## src/rtl/fb_pattern_pkg.sv

```systemverilog
// fb_pattern_pkg: shared types and colour constants for the framebuffer test-pattern writer.
package fb_pattern_pkg;
  typedef enum logic [1:0] {IDLE, WRITE, PAUSE} state_t;
  typedef struct packed {
    logic [7:0] r;
    logic [7:0] g;
    logic [7:0] b;
  } rgb_t;
  localparam rgb_t BAR_RGB [8] = '{
    24'hFFFFFF, 24'hFFFF00, 24'h00FFFF, 24'h00FF00,
    24'hFF00FF, 24'hFF0000, 24'h0000FF, 24'h000000
  };
  localparam rgb_t SQ_RGB = 24'hFF8000;
  localparam rgb_t GRID_RGB = 24'h808080;
endpackage

```

## src/rtl/fb_pattern_writer_if.sv

```systemverilog
// fb_pattern_writer_if: wishbone classic bus between the pattern writer and the intercon.
interface fb_pattern_writer_if;
  logic cyc;
  logic stb;
  logic we;
  logic [31:0] adr;
  logic [31:0] dat_ms;
  logic [3:0] sel;
  logic [2:0] cti;
  logic [1:0] bte;
  logic ack;
  modport master (output cyc, stb, we, adr, dat_ms, sel, cti, bte, input ack);
  modport slave (input cyc, stb, we, adr, dat_ms, sel, cti, bte, output ack);
endinterface

```

## src/rtl/fb_pattern_pixel.sv

```systemverilog
// fb_pattern_pixel: combinational pixel colour (bars, moving square on top).
// Define FB_PATTERN_GRID_EN to overlay a grey 16-pixel grid beneath the square.
module fb_pattern_pixel
  import fb_pattern_pkg::*;
#(
  parameter int XW = 10,
  parameter int YW = 9,
  parameter int SQ = 32
) (
  input  logic [XW-1:0] x,
  input  logic [YW-1:0] y,
  input  logic [2:0]    bar,
  input  logic [XW-1:0] sx,
  input  logic [YW-1:0] sy,
  output rgb_t          rgb
);
  logic in_sq;
  assign in_sq = x >= sx && {1'b0, x} < {1'b0, sx} + (XW+1)'(SQ) &&
                 y >= sy && {1'b0, y} < {1'b0, sy} + (YW+1)'(SQ);
`ifdef FB_PATTERN_GRID_EN
  assign rgb = in_sq ? SQ_RGB :
               ((x & XW'(15)) == '0 || (y & YW'(15)) == '0) ? GRID_RGB : BAR_RGB[bar];
`else
  assign rgb = in_sq ? SQ_RGB : BAR_RGB[bar];
`endif
endmodule

```

## src/rtl/fb_pattern_writer.sv

```systemverilog
// fb_pattern_writer: wishbone classic master painting colour bars plus a bouncing square.
// Colour generation lives in fb_pattern_pixel (optional grid via FB_PATTERN_GRID_EN).
module fb_pattern_writer
  import fb_pattern_pkg::*;
#(
  parameter int          HDISP   = 800,
  parameter int          VDISP   = 480,
  parameter logic [31:0] FB_BASE = 32'h0000_0000,
  parameter int          BURST   = 64,
  parameter int          SQ      = 32
) (
  input  logic                       sys_clk,
  input  logic                       sys_rst_n,
  input  logic                       enable,
  fb_pattern_writer_if.master        wshb,
  output logic                       frame_done
);
  localparam int XW = $clog2(HDISP);
  localparam int YW = $clog2(VDISP);
  localparam int BW = $clog2(BURST);
  localparam int PW = $clog2(HDISP / 8 + 1);
  state_t state_q, state_d;
  logic [XW-1:0] x_q, x_d, sx_q, sx_d, nsx;
  logic [YW-1:0] y_q, y_d, sy_q, sy_d, nsy;
  logic [PW-1:0] bpx_q, bpx_d;
  logic [2:0] bar_q, bar_d;
  logic [BW-1:0] burst_q, burst_d;
  logic [31:0] adr_q, adr_d;
  logic dx_q, dx_d, dy_q, dy_d;
  logic acked, x_last, bar_end, frame_last;
  rgb_t rgb;
  fb_pattern_pixel #(.XW(XW), .YW(YW), .SQ(SQ)) u_pixel (
    .x(x_q), .y(y_q), .bar(bar_q), .sx(sx_q), .sy(sy_q), .rgb(rgb)
  );
  always_comb begin
    acked = state_q == WRITE && wshb.ack;
    x_last = x_q == XW'(HDISP - 1);
    bar_end = bpx_q == PW'(HDISP / 8 - 1);
    frame_last = x_last && y_q == YW'(VDISP - 1);
    nsx = dx_q ? sx_q + XW'(1) : sx_q - XW'(1);
    nsy = dy_q ? sy_q + YW'(1) : sy_q - YW'(1);
    x_d = x_q;
    y_d = y_q;
    bpx_d = bpx_q;
    bar_d = bar_q;
    adr_d = adr_q;
    sx_d = sx_q;
    sy_d = sy_q;
    dx_d = dx_q;
    dy_d = dy_q;
    state_d = state_q != WRITE ? (enable ? WRITE : IDLE) :
              !acked ? WRITE :
              burst_q == BW'(BURST - 1) ? PAUSE :
              enable ? WRITE : IDLE;
    burst_d = state_q == PAUSE ? '0 : acked ? burst_q + BW'(1) : burst_q;
    if (acked) begin
      x_d = x_last ? '0 : x_q + XW'(1);
      y_d = frame_last ? '0 : x_last ? y_q + YW'(1) : y_q;
      bpx_d = (x_last || bar_end) ? '0 : bpx_q + PW'(1);
      bar_d = x_last ? '0 : bar_end ? bar_q + 3'd1 : bar_q;
      adr_d = frame_last ? FB_BASE : adr_q + 32'd4;
    end
    // square steps once per frame, flipping direction on reaching either edge
    if (acked && frame_last) begin
      sx_d = nsx;
      sy_d = nsy;
      dx_d = (nsx == XW'(HDISP - SQ) || nsx == '0) ? ~dx_q : dx_q;
      dy_d = (nsy == YW'(VDISP - SQ) || nsy == '0) ? ~dy_q : dy_q;
    end
  end
  always_ff @(posedge sys_clk or negedge sys_rst_n) begin
    if (!sys_rst_n) begin
      state_q <= IDLE;
      x_q <= '0;
      y_q <= '0;
      bpx_q <= '0;
      bar_q <= '0;
      burst_q <= '0;
      adr_q <= FB_BASE;
      sx_q <= '0;
      sy_q <= '0;
      dx_q <= 1'b1;
      dy_q <= 1'b1;
    end else begin
      state_q <= state_d;
      x_q <= x_d;
      y_q <= y_d;
      bpx_q <= bpx_d;
      bar_q <= bar_d;
      burst_q <= burst_d;
      adr_q <= adr_d;
      sx_q <= sx_d;
      sy_q <= sy_d;
      dx_q <= dx_d;
      dy_q <= dy_d;
    end
  end
  assign wshb.cyc = state_q == WRITE;
  assign wshb.stb = state_q == WRITE;
  assign wshb.we = state_q == WRITE;
  assign wshb.adr = adr_q;
  assign wshb.dat_ms = state_q == WRITE ? {8'h00, rgb} : '0;
  assign wshb.sel = 4'hF;
  assign wshb.cti = 3'b000;
  assign wshb.bte = 2'b00;
  assign frame_done = acked && frame_last;
endmodule

```

## src/flat_wrapper.sv

```systemverilog
// flat-port wrapper written by rule: the top's interface ports become plain ports
module fb_pattern_writer_flat import fb_pattern_pkg::*;
#(
  parameter int          HDISP   = 800,
  parameter int          VDISP   = 480,
  parameter logic [31:0] FB_BASE = 32'h0000_0000,
  parameter int          BURST   = 64,
  parameter int          SQ      = 32
)
  (sys_clk, sys_rst_n, enable, frame_done, wshb_cyc, wshb_stb, wshb_we, wshb_adr, wshb_dat_ms, wshb_sel, wshb_cti, wshb_bte, wshb_ack);
  fb_pattern_writer_if wshb_i ();
  input  logic sys_clk;
  input  logic sys_rst_n;
  input  logic enable;
  output logic frame_done;
  output wire logic [$bits(wshb_i.cyc)-1:0] wshb_cyc;
  output wire logic [$bits(wshb_i.stb)-1:0] wshb_stb;
  output wire logic [$bits(wshb_i.we)-1:0] wshb_we;
  output wire logic [$bits(wshb_i.adr)-1:0] wshb_adr;
  output wire logic [$bits(wshb_i.dat_ms)-1:0] wshb_dat_ms;
  output wire logic [$bits(wshb_i.sel)-1:0] wshb_sel;
  output wire logic [$bits(wshb_i.cti)-1:0] wshb_cti;
  output wire logic [$bits(wshb_i.bte)-1:0] wshb_bte;
  input wire logic [$bits(wshb_i.ack)-1:0] wshb_ack;
  assign wshb_cyc = wshb_i.cyc;
  assign wshb_stb = wshb_i.stb;
  assign wshb_we = wshb_i.we;
  assign wshb_adr = wshb_i.adr;
  assign wshb_dat_ms = wshb_i.dat_ms;
  assign wshb_sel = wshb_i.sel;
  assign wshb_cti = wshb_i.cti;
  assign wshb_bte = wshb_i.bte;
  assign wshb_i.ack = wshb_ack;
  fb_pattern_writer #(.HDISP(HDISP), .VDISP(VDISP), .FB_BASE(FB_BASE), .BURST(BURST), .SQ(SQ)) u_core (.sys_clk(sys_clk), .sys_rst_n(sys_rst_n), .enable(enable), .wshb(wshb_i), .frame_done(frame_done));
endmodule
```

## config.mk

```make
export PLATFORM = sky130hd
export DESIGN_NAME = fb_pattern_writer_flat
export DESIGN_NICKNAME = d
export VERILOG_FILES = /design/src/rtl/fb_pattern_pkg.sv /design/src/rtl/fb_pattern_writer_if.sv /design/src/rtl/fb_pattern_pixel.sv /design/src/rtl/fb_pattern_writer.sv /design/src/flat_wrapper.sv
export SDC_FILE = /design/constraint.sdc
export NUM_CORES = 1
export LEC_CHECK = 0
export ABC_AREA = 1
export CAP_MARGIN = 5
export CORE_AREA = 3 3 137 139
export CTS_CLUSTER_DIAMETER = 40
export DETAILED_ROUTE_END_ITERATION = 8
export DIE_AREA = 0 0 140 142
export MAX_ROUTING_LAYER = met4
export PLACE_DENSITY = 0.66
export SKIP_LAST_GASP = 1
export SYNTH_ARGS = -nofsm -noshare
export SYNTH_HDL_FRONTEND = slang
export SYNTH_SLANG_ARGS = --single-unit
```

## constraint.sdc

```tcl
create_clock -name sys_clk -period 6.4 [get_ports sys_clk]
set_input_delay 0.96 -clock sys_clk [delete_from_list [all_inputs] [get_ports sys_clk]]
set_output_delay 0.96 -clock sys_clk [all_outputs]
set_load 0.01 [all_outputs]
```

==> impl_metrics.tcl <==
set metrics [dict create \
    layout_commonest_cell "nand2_1" \
    period_needed_ns 4.28 \
    gr-total-overflow 0 \
    met1_length_mm 7.21 \
    cp_slowest_cell "clkdlybuf4s50_1" \
    grt_use_total 0.155 \
    rsz0062_at_grt "no" \
    max-slew-margin-rel 0.444 \
    cts.clk_slew.worst_paths_ns 0.07 \
    tightest_slew_ns 0.834 \
    rr_worst_depth 9 \
    path_depth 10 \
    avgViaCountPerCell 4.78 \
    cp.buffers_inverters 1 \
    syn-cell-area_um2 6640 \
    critPathArrivalTime_ns 3.32 \
    ys_seq_area_frac 0.332 \
    path_cells "ha_1 > xnor2_1 > ha_1 > a21oi_1 > o21ai_0 > a21o_1 > nor2_1 > nand4_1 > a21oi_1 > clkdlybuf4s50_1" \
    top_layer_used "met4" \
    synthToLayoutAreaGrowth_pct 13.8 \
    finalCritPeriodShare 0.670 \
    met3WireLength_um 384 \
    path_delay_family "compound AO/OA/AOI/OAI gates" \
    cts_made_buffers 9 \
    place_ws_ns 2.19 \
    hold_buffers 0 \
    yosysTopAreaCell "dfrtp_1" \
    critPathLaunchType "flop" \
    ctsResizeCount 0 \
    crit_fanout 8 \
    nets 1024 \
    firstDrtPassIters 4 \
    max_clock_freq_mhz 233 \
    layout_common_cells "nand2_1, inv_1, dfrtp_1" \
    numPortBuffers 61 \
    worst_slack_ns 2.12 \
    vias 5730 \
    drt_iter0_markers 258 \
    power.leakage_uw 0.00382 \
    p_per_area_nw_per_um2 213 \
    setup-tns-final_ns 0 \
    routedWlPerCell_um 12.2 \
    skew_ns 0.00910 \
    reg2reg_from "u_core.state_q[1]" \
    die_h_um 142 \
    max-cap-violations 0 \
    crit_path_end_kind "output port" \
    dp_hpwl_mm 11.0 \
    grt_start_max_net_pins 66 \
    insertion_delay_ns 0.35 \
    cts_setup_buffers 0 \
    fp-row-count 49 \
    syn-instance-count 926 \
    core_area_um2 17800 \
    synth.area.top_cells "dfrtp_1, nand2_1, ha_1" \
    ant_nets 0 \
    grt_pass1_vias 5504 \
    slowest_delay_ns 0.64 \
    slew_viol_final 0 \
    initial_utilization 0.373 \
    ir_worst_vdd_mv 0.173 \
    status "completed" \
    grt_pass1_wl_mm 25.3 \
    drive_gt1_frac 0.0526 \
    die-area_um2 19900 \
    synth_warnings 0 \
    routed_wl_mm 14.7 \
    htreeDepth 3 \
    cts_sinks 88 \
    r2r_slack_ns 3.59 \
    cts_tree "yes" \
    gp_congestion 0.825 \
    hold_violations 0 \
    wl_met2_mm 6.92 \
    cts_root_buf "clkbuf_16" \
    chipWidth_um 140 \
    yosysUniqueCellTypes 42 \
    n_antenna_cell 0 \
    pin_count 81 \
    drc 0 \
    avgSynthCellArea_um2 7.17 \
    critical_path.endpoint "wshb_dat_ms[23]" \
    cp-startpoint "u_core.sy_q[5]" \
    synth-seq-cells 88 \
    whs_ns 0.500 \
    setup_viol 0 \
    required_ns 5.44 \
    r2r_end "u_core.wshb.adr[13]" \
    path_class "flop to output port" \
    hp-class "primary input to async pin" \
    antenna_found_initial 0 \
    synth_top_area_frac 0.324 \
    cts_buffer_depth 2 \
]
[worst min-delay path by stage]
stage | startpoint | to | slack (ns) | depth (start not counted)
after detailed placement | u_core.wshb.adr[18] | u_core.wshb.adr[18] | 0.52 | 1
after global routing | sys_rst_n | u_core.burst_q[5] | 0.52 | 1
after floorplan | u_core.burst_q[5] | u_core.state_q[1] | 0.48 | 2
after CTS | sys_rst_n | u_core.burst_q[4] | 0.50 | 1
final | sys_rst_n | u_core.burst_q[4] | 0.50 | 1
after global placement | u_core.burst_q[5] | u_core.state_q[1] | 0.50 | 2
[flip-flops by register name (all words and copies together) (netlist names)]
name and cells:
u_core.wshb.adr 30, u_core.sx_q 10, u_core.x_q 10, u_core.sy_q 9
u_core.y_q 9, u_core.bpx_q 7, u_core.burst_q 6, u_core.bar_q 3
u_core.state_q 2, u_core.dx_q 1, u_core.dy_q 1
[power breakdown]
group          switching, uW  internal, uW
clock                    248           312
sequential              92.5           626
combinational            182           152
total                    522          1090
[per-stage QoR]
step | std cells | total power, uW | util | area, um2
2_1_floorplan | 943 | 934 | - | 6700
3_3_place_gp | 1183 | 1050 | 0.408 | 7250
3_5_place_dp | 1183 | 1060 | 0.408 | 7250
4_1_cts | 1199 | 1630 | 0.425 | 7560
5_1_grt | 1199 | 1710 | 0.425 | 7560
6_report | 1199 | 1610 | 0.425 | 7560
[cells in the mapped netlist, drive strengths merged]
master,n
nand3,57
xor2,13
inv,145
and2,1
buf,49
xnor2,7
clkbuf,3
fa,2
conb,2
nand4,25
o22ai,2
a21o,2
nor3,21
o21ai,59
a21oi,55
nand3b,3
dfstp,2
a31oi,4
and3,1
o21a,7
o31ai,1
a211oi,2
nor4,3
nor2,90
nor3b,3
nand2,226
or2,2
ha,53
dfrtp,86
[area by class of cell]
type,count,area [um2]
inverter,145,544
clock buffer,9,225
multi-input combinational,658,3590
tap,229,287
timing repair buffer,63,623
sequential,88,2200
clock inverter,7,86.3
fill,1801,10200
[logic make-up (layout without fill, tap and decap cells)]
| logic type | count (synthesis) | in the layout | synth area share |
|---|---|---|---|
| and+or+nand+nor | 432 | 432 | 0.292 |
| buffers and inverters | 197 | 224 | 0.137 |
| AOI/OAI and AO/OA | 132 | 132 | 0.106 |
| DFF | 88 | 88 | 0.332 |
| adders and majority gates | 55 | 55 | 0.106 |
| xor gates and xnor gates | 20 | 20 | 0.0264 |
| other | 2 | 19 | 0.00113 |
[worst reg2reg max path: stages (launching register included)]
cell     delay [ns]
dfrtp_1        0.42
inv_2          0.09
nand2_2        0.10
nor2_4         0.54
nand2_2        0.33
nor2_4         0.20
buf_4          0.33
inv_2          0.37
o21ai_0        0.23
a21oi_1        0.10
[layer usage]
layer / global-route usage / vias up
met4: 0.0382 / 0
met2: 0.256 / 92
met5: - / -
met3: 0.0141 / 15
li1: - / 3017
met1: 0.206 / 2606
No activity file was read; power rests on OpenSTA's default activity.
